[src/rtl/result_readback_fifo.sv]
// ============================================================================
// result_readback_fifo : result FIFO served to the host through a register slave
// Revision 1.0 : initial release
// ============================================================================
`default_nettype none

module result_readback_fifo #(
  parameter int DW    = 32,
  parameter int DEPTH = 8,
  parameter int AW    = 3
) (
  input  logic          clk,
  input  logic          reset_n,
  input  logic          op_clear,
  input  logic          push_valid,
  input  logic [DW-1:0] push_data,
  output logic          push_ready,
  input  logic          s_sel,
  input  logic          s_wr,
  input  logic [1:0]    s_addr,
  input  logic [DW-1:0] s_wdata,
  output logic [DW-1:0] s_rdata,
  output logic          s_rvalid,
  output logic          irq
);

  localparam logic [AW:0] c_DEPTH     = (AW+1)'(DEPTH);
  localparam logic [1:0]  c_A_DATA    = 2'd0;
  localparam logic [1:0]  c_A_STATUS  = 2'd1;
  localparam logic [1:0]  c_A_CTRL    = 2'd2;
  localparam logic [1:0]  c_A_THRESH  = 2'd3;

  logic [DW-1:0] r_mem [DEPTH];
  logic [AW-1:0] r_wr_ptr, r_rd_ptr;
  logic [AW:0]   r_count, r_thresh;
  logic          r_ovf, r_udf;
  logic [DW-1:0] r_rdata;
  logic          r_rvalid, r_irq;

  logic          w_rd, w_wr, w_flush, w_clr_flags;
  logic          w_empty, w_full, w_pop_req, w_pop, w_push, w_ovf_evt, w_udf_evt;
  logic [AW:0]   w_count_next, w_thresh_next;
  logic          w_ovf_next, w_udf_next, w_irq_next;
  logic [DW-1:0] w_status, w_rdata_sel;

  assign w_rd        = s_sel & ~s_wr;
  assign w_wr        = s_sel & s_wr;
  assign w_flush     = op_clear | (w_wr && s_addr == c_A_CTRL && s_wdata[1]);
  assign w_clr_flags = w_wr && s_addr == c_A_CTRL && s_wdata[0];
  assign w_empty     = (r_count == '0);
  assign w_full      = (r_count == c_DEPTH);
  assign w_pop_req   = w_rd && s_addr == c_A_DATA;
  assign w_pop       = w_pop_req & ~w_empty & ~w_flush;
  assign w_udf_evt   = w_pop_req & w_empty & ~w_flush;
  // A full FIFO still accepts a push when the head leaves in the same cycle.
  assign w_push      = push_valid & (~w_full | w_pop) & ~w_flush;
  assign w_ovf_evt   = push_valid & w_full & ~w_pop & ~w_flush;
  assign push_ready  = ~w_full;

  always_comb begin
    w_count_next = r_count;
    if (w_flush)
      w_count_next = '0;
    else if (w_push && !w_pop)
      w_count_next = r_count + 1'b1;
    else if (w_pop && !w_push)
      w_count_next = r_count - 1'b1;
  end

  always_comb begin
    w_thresh_next = r_thresh;
    if (w_wr && s_addr == c_A_THRESH)
      w_thresh_next = s_wdata[AW:0];
  end

  // Same-cycle events beat the clear request, so a flag is never lost.
  assign w_ovf_next = w_flush ? 1'b0 : (w_ovf_evt ? 1'b1 : (w_clr_flags ? 1'b0 : r_ovf));
  assign w_udf_next = w_flush ? 1'b0 : (w_udf_evt ? 1'b1 : (w_clr_flags ? 1'b0 : r_udf));
  assign w_irq_next = (w_thresh_next != '0) && (w_count_next >= w_thresh_next);

  always_comb begin
    w_status       = '0;
    w_status[AW:0] = r_count;
    w_status[8]    = w_empty;
    w_status[9]    = w_full;
    w_status[10]   = r_ovf;
    w_status[11]   = r_udf;
  end

  always_comb begin
    w_rdata_sel = '0;
    case (s_addr)
      c_A_DATA:   w_rdata_sel = w_pop ? r_mem[r_rd_ptr] : '0;
      c_A_STATUS: w_rdata_sel = w_status;
      c_A_THRESH: w_rdata_sel = {{(DW-AW-1){1'b0}}, r_thresh};
      default:    w_rdata_sel = '0;
    endcase
  end

  always_ff @(posedge clk) begin
    if (w_push)
      r_mem[r_wr_ptr] <= push_data;
  end

  always_ff @(posedge clk or negedge reset_n) begin
    if (!reset_n) begin
      r_wr_ptr <= '0;
      r_rd_ptr <= '0;
      r_count  <= '0;
      r_thresh <= '0;
      r_ovf    <= 1'b0;
      r_udf    <= 1'b0;
      r_rdata  <= '0;
      r_rvalid <= 1'b0;
      r_irq    <= 1'b0;
    end else begin
      if (w_flush) begin
        r_wr_ptr <= '0;
        r_rd_ptr <= '0;
      end else begin
        if (w_push) r_wr_ptr <= r_wr_ptr + 1'b1;
        if (w_pop)  r_rd_ptr <= r_rd_ptr + 1'b1;
      end
      r_count  <= w_count_next;
      r_thresh <= w_thresh_next;
      r_ovf    <= w_ovf_next;
      r_udf    <= w_udf_next;
      r_rvalid <= w_rd;
      if (w_rd)
        r_rdata <= w_rdata_sel;
      r_irq    <= w_irq_next;
    end
  end

  assign s_rdata  = r_rdata;
  assign s_rvalid = r_rvalid;
  assign irq      = r_irq;

endmodule

`default_nettype wire
[config.mk]
export PLATFORM = sky130hd
export DESIGN_NAME = result_readback_fifo
export DESIGN_NICKNAME = d
export VERILOG_FILES = /design/src/rtl/result_readback_fifo.sv
export SDC_FILE = /design/constraint.sdc
export NUM_CORES = 1
export LEC_CHECK = 0
export ABC_AREA = 1
export ABC_CLOCK_PERIOD_IN_PS = 3270
export CAP_MARGIN = 10
export CORE_ASPECT_RATIO = 0.8
export CORE_MARGIN = 2
export CORE_UTILIZATION = 35
export DETAILED_ROUTE_END_ITERATION = 12
export GPL_ROUTABILITY_DRIVEN = 0
export MAX_ROUTING_LAYER = met4
export PLACE_DENSITY = 0.56
export SYNTH_ARGS = -nofsm -noshare
export SYNTH_HDL_FRONTEND = slang
export SYNTH_SLANG_ARGS = --single-unit
[constraint.sdc]
create_clock -name clk -period 3.27 [get_ports clk]
set_clock_uncertainty 0.15 [all_clocks]
set_input_delay 0.327 -clock clk [delete_from_list [all_inputs] [get_ports clk]]
set_output_delay 0.327 -clock clk [all_outputs]
set_load 0.03 [all_outputs]
==> summary.txt <==
Routing
  – Via count: 7713
  – Remaining DRCs: 0
  – Antenna-violating nets left: 0
  – Total Wirelength: 30.4 mm
  – Drt initial violations: 668
  – Drt first pass iters: 5
  – Wire length on met3: 1.06 mm
  – Wl on met1: 14.9 mm
  – Met2 wire len: 14.0 mm
  – DR top layer: met4
  – Wire per inst: 19.5 µm
  – Mean number of vias per cell: 4.95

Yosys
  – Syn_nets: 1059
  – Asr flop ratio synth: 16.3%
  – Top_reg_cell synth: edfxtp_1
  – Mean Syn Cell Area: 12.5 µm²
  – Register area share after synthesis: 73.1%
  – FF+latch count, synth: 306
  – Synth warn: 0
  – Cells after Synth: 978
  – Synth cell types: 32
  – Post-synth EDFFs: 256
  – Mapped Area: 12200 µm²

Clock network
  – Clock sinks: 306
  – Worst skew pair latency: 560 ps
  – CTS root buf: clkbuf_16
  – Clock Tree Buf Depth: 3
  – Post_cts resized: 0
  – Cts bufs inserted: 31
  – Reg clk slew, reported paths: 60 ps
  – TritonCTS clock tree: done
  – Htree depth: 1

Global routing
  – Largest net degree at the start of global routing: 130
  – Initial antenna violation count: 3
  – First-pass GRT wire length: 46.6 mm
  – Grt ovf: 0
  – Vias in the first global route: 7669
  – GRT Util Overall: 17.5%

Final layout
  – Filler Cells Inserted: 3176
  – Commonest non-fill, non-tap cells in the layout: 256 x edfxtp_1, 167 x nand2_1, 125 x nor2_1
  – Commonest non-fill, non-tap cell in the layout: edfxtp_1
  – Area Overhead vs Synth: 20.3%
  – Fraction of layout cells with a size suffix above 1: 9.50%
  – Final nets: 1141

STA
  – Hold Vio Cnt, Final: 0
  – FMAX: 363 MHz
  – Worst hold margin: 252 ps
  – Slew @ Worst Pin: 836 ps
  – Period utilisation layout: 84.3%
  – Max transition margin: 44.3%
  – Setup TNS: 0 ps
  – # setup viols final: 0
  – RSZ-0062 raised after global routing: false
  – Tmin final: 2760 ps
  – Post-route setup slack: 515 ps
  – Slew Viols, Final: 0

Setup path
  – Flop2flop setup slack: 560 ps
  – Delay-heaviest family, CP: buffers and inverters
  – Worst EP arrival: 2280 ps
  – Worst Setup End Kind: output pin
  – Worst setup SP type: register
  – CP Buf/Inv Count: 2
  – CP max-delay cell: clkdlybuf4s50_1
  – CP max FO: 5
  – CP Cell Sequence: inv_1, ha_1, nand3_1, clkdlybuf4s50_1
  – CP Class: reg -> out
  – Slowest stage delay, CP: 730 ps
  – Critical Path RT: 2790 ps

Min path
  – Min-delay worst type: in -> async

Power and ir drop
  – Final Total Pwr: 8460 µW
  – Lkg Pwr: 0.00524 µW
  – Power Density: 575 nW/µm²
  – Peak VDD IR: 0.000309 V

Floorplanning
  – Die W: 213 µm
  – Starting Density: 35.4%
  – Core area: 34600 µm²
  – Row cnt: 61
  – I/O pin count: 107
  – Die area: 36500 µm²
  – Die height: 171 µm

Placement
  – I/O Buffers: 78
  – Place WS: 296 ps
  – HPWL Detailed: 16.5 mm

Flow run
  – Max Cap Viol: 0

Outcome
  – Status: finished clean
-- per-stage QoR --
| stage | utilization, % | cell area, µm² | std cells |
|---|---|---|---|
| after floorplan | - | 12200 | 978 |
| after global placement | 39.6 | 13700 | 1498 |
| after detailed placement | 39.6 | 13700 | 1498 |
| after CTS | 42.5 | 14700 | 1556 |
| after global routing | 42.5 | 14700 | 1558 |
| final | 42.5 | 14700 | 1558 |
-- where the power goes --
part           leakage (µW)  total (µW)  switching, µW  internal, µW
Clock              0.000494        3490           1440          2050
Sequential          0.00298        4390           43.4          4350
Combinational       0.00176         573            372           201
-- final timing paths --
check / end / depth (start not counted) / startpoint
max: push_ready / 4 / r_count[0]
min: r_thresh[2] / 2 / reset_n
max reg2reg: r_mem[7][29] / 10 / r_count[0]
min reg2reg: s_rdata[7] / 2 / s_rdata[7]
max in group asynchronous: s_rdata[27] / 3 / reset_n
min in group clk: r_thresh[3] / 3 / s_wdata[3]
-- synthesized netlist by cell type (3+ instances only) --
library cell	n	area, µm²
o21ai_1	10	50.1
inv_2	10	37.5
buf_2	13	65.1
nor2_1	133	499
o211ai_1	3	22.5
o22ai_1	3	18.8
inv_1	20	75.1
buf_6	4	45.0
o21ai_0	110	551
nand2_1	167	627
nand3_1	69	345
a21oi_1	10	50.1
edfxtp_1	256	7690
o221ai_1	48	420
nor2_4	3	33.8
clkbuf_1	29	109
ha_1	9	113
dfrtp_1	50	1250
nand4_1	3	18.8
buf_4	8	60.1
a31oi_1	3	18.8
-- layout make-up --
| cell class | instances | area, µm² | area share, % |
|---|---|---|---|
| inverter | 31 | 118 | 0.800 |
| sequential | 306 | 8940 | 60.8 |
| antenna | 2 | 5.00 | 0.0340 |
| timing repair buffer | 105 | 1110 | 7.52 |
| clock inverter | 19 | 193 | 1.31 |
| clock buffer | 38 | 802 | 5.45 |
| tap | 472 | 591 | 4.02 |
| multi-input combinational | 585 | 2950 | 20.0 |
-- per-layer routing --
layer / track usage, % / up-vias
li1: - / 3712
met1: 24.9 / 3816
met2: 26.9 / 142
met3: 2.26 / 43
met4: 3.86 / 0
met5: - / -
-- sequential cells by signal, indices dropped and copies added, names as in the netlist --
| signal | count |
|---|---|
| r_ovf | 1 |
| irq | 1 |
| s_rdata | 32 |
| r_count | 4 |
| r_udf | 1 |
| r_wr_ptr | 3 |
| s_rvalid | 1 |
| r_rd_ptr | 3 |
| r_mem | 256 |
| r_thresh | 4 |
-- cell families after synthesis --
logic type	after synthesis	synth area share (%)
AO/OA/AOI/OAI	188	9.31
adder cells (fa/ha/maj)	9	0.921
flip-flops	306	73.1
buffers and inverters	87	3.30
XOR/XNOR	3	0.215
AND/OR/NAND/NOR	385	13.1
-- what timing repair did --
action                     4_1_cts  5_1_grt
hold endpoints to repair        25        0
setup buffers                    0        0
setup endpoints to repair        0        0
hold buffers                     1        0
Power figures use the tool's default switching activity.
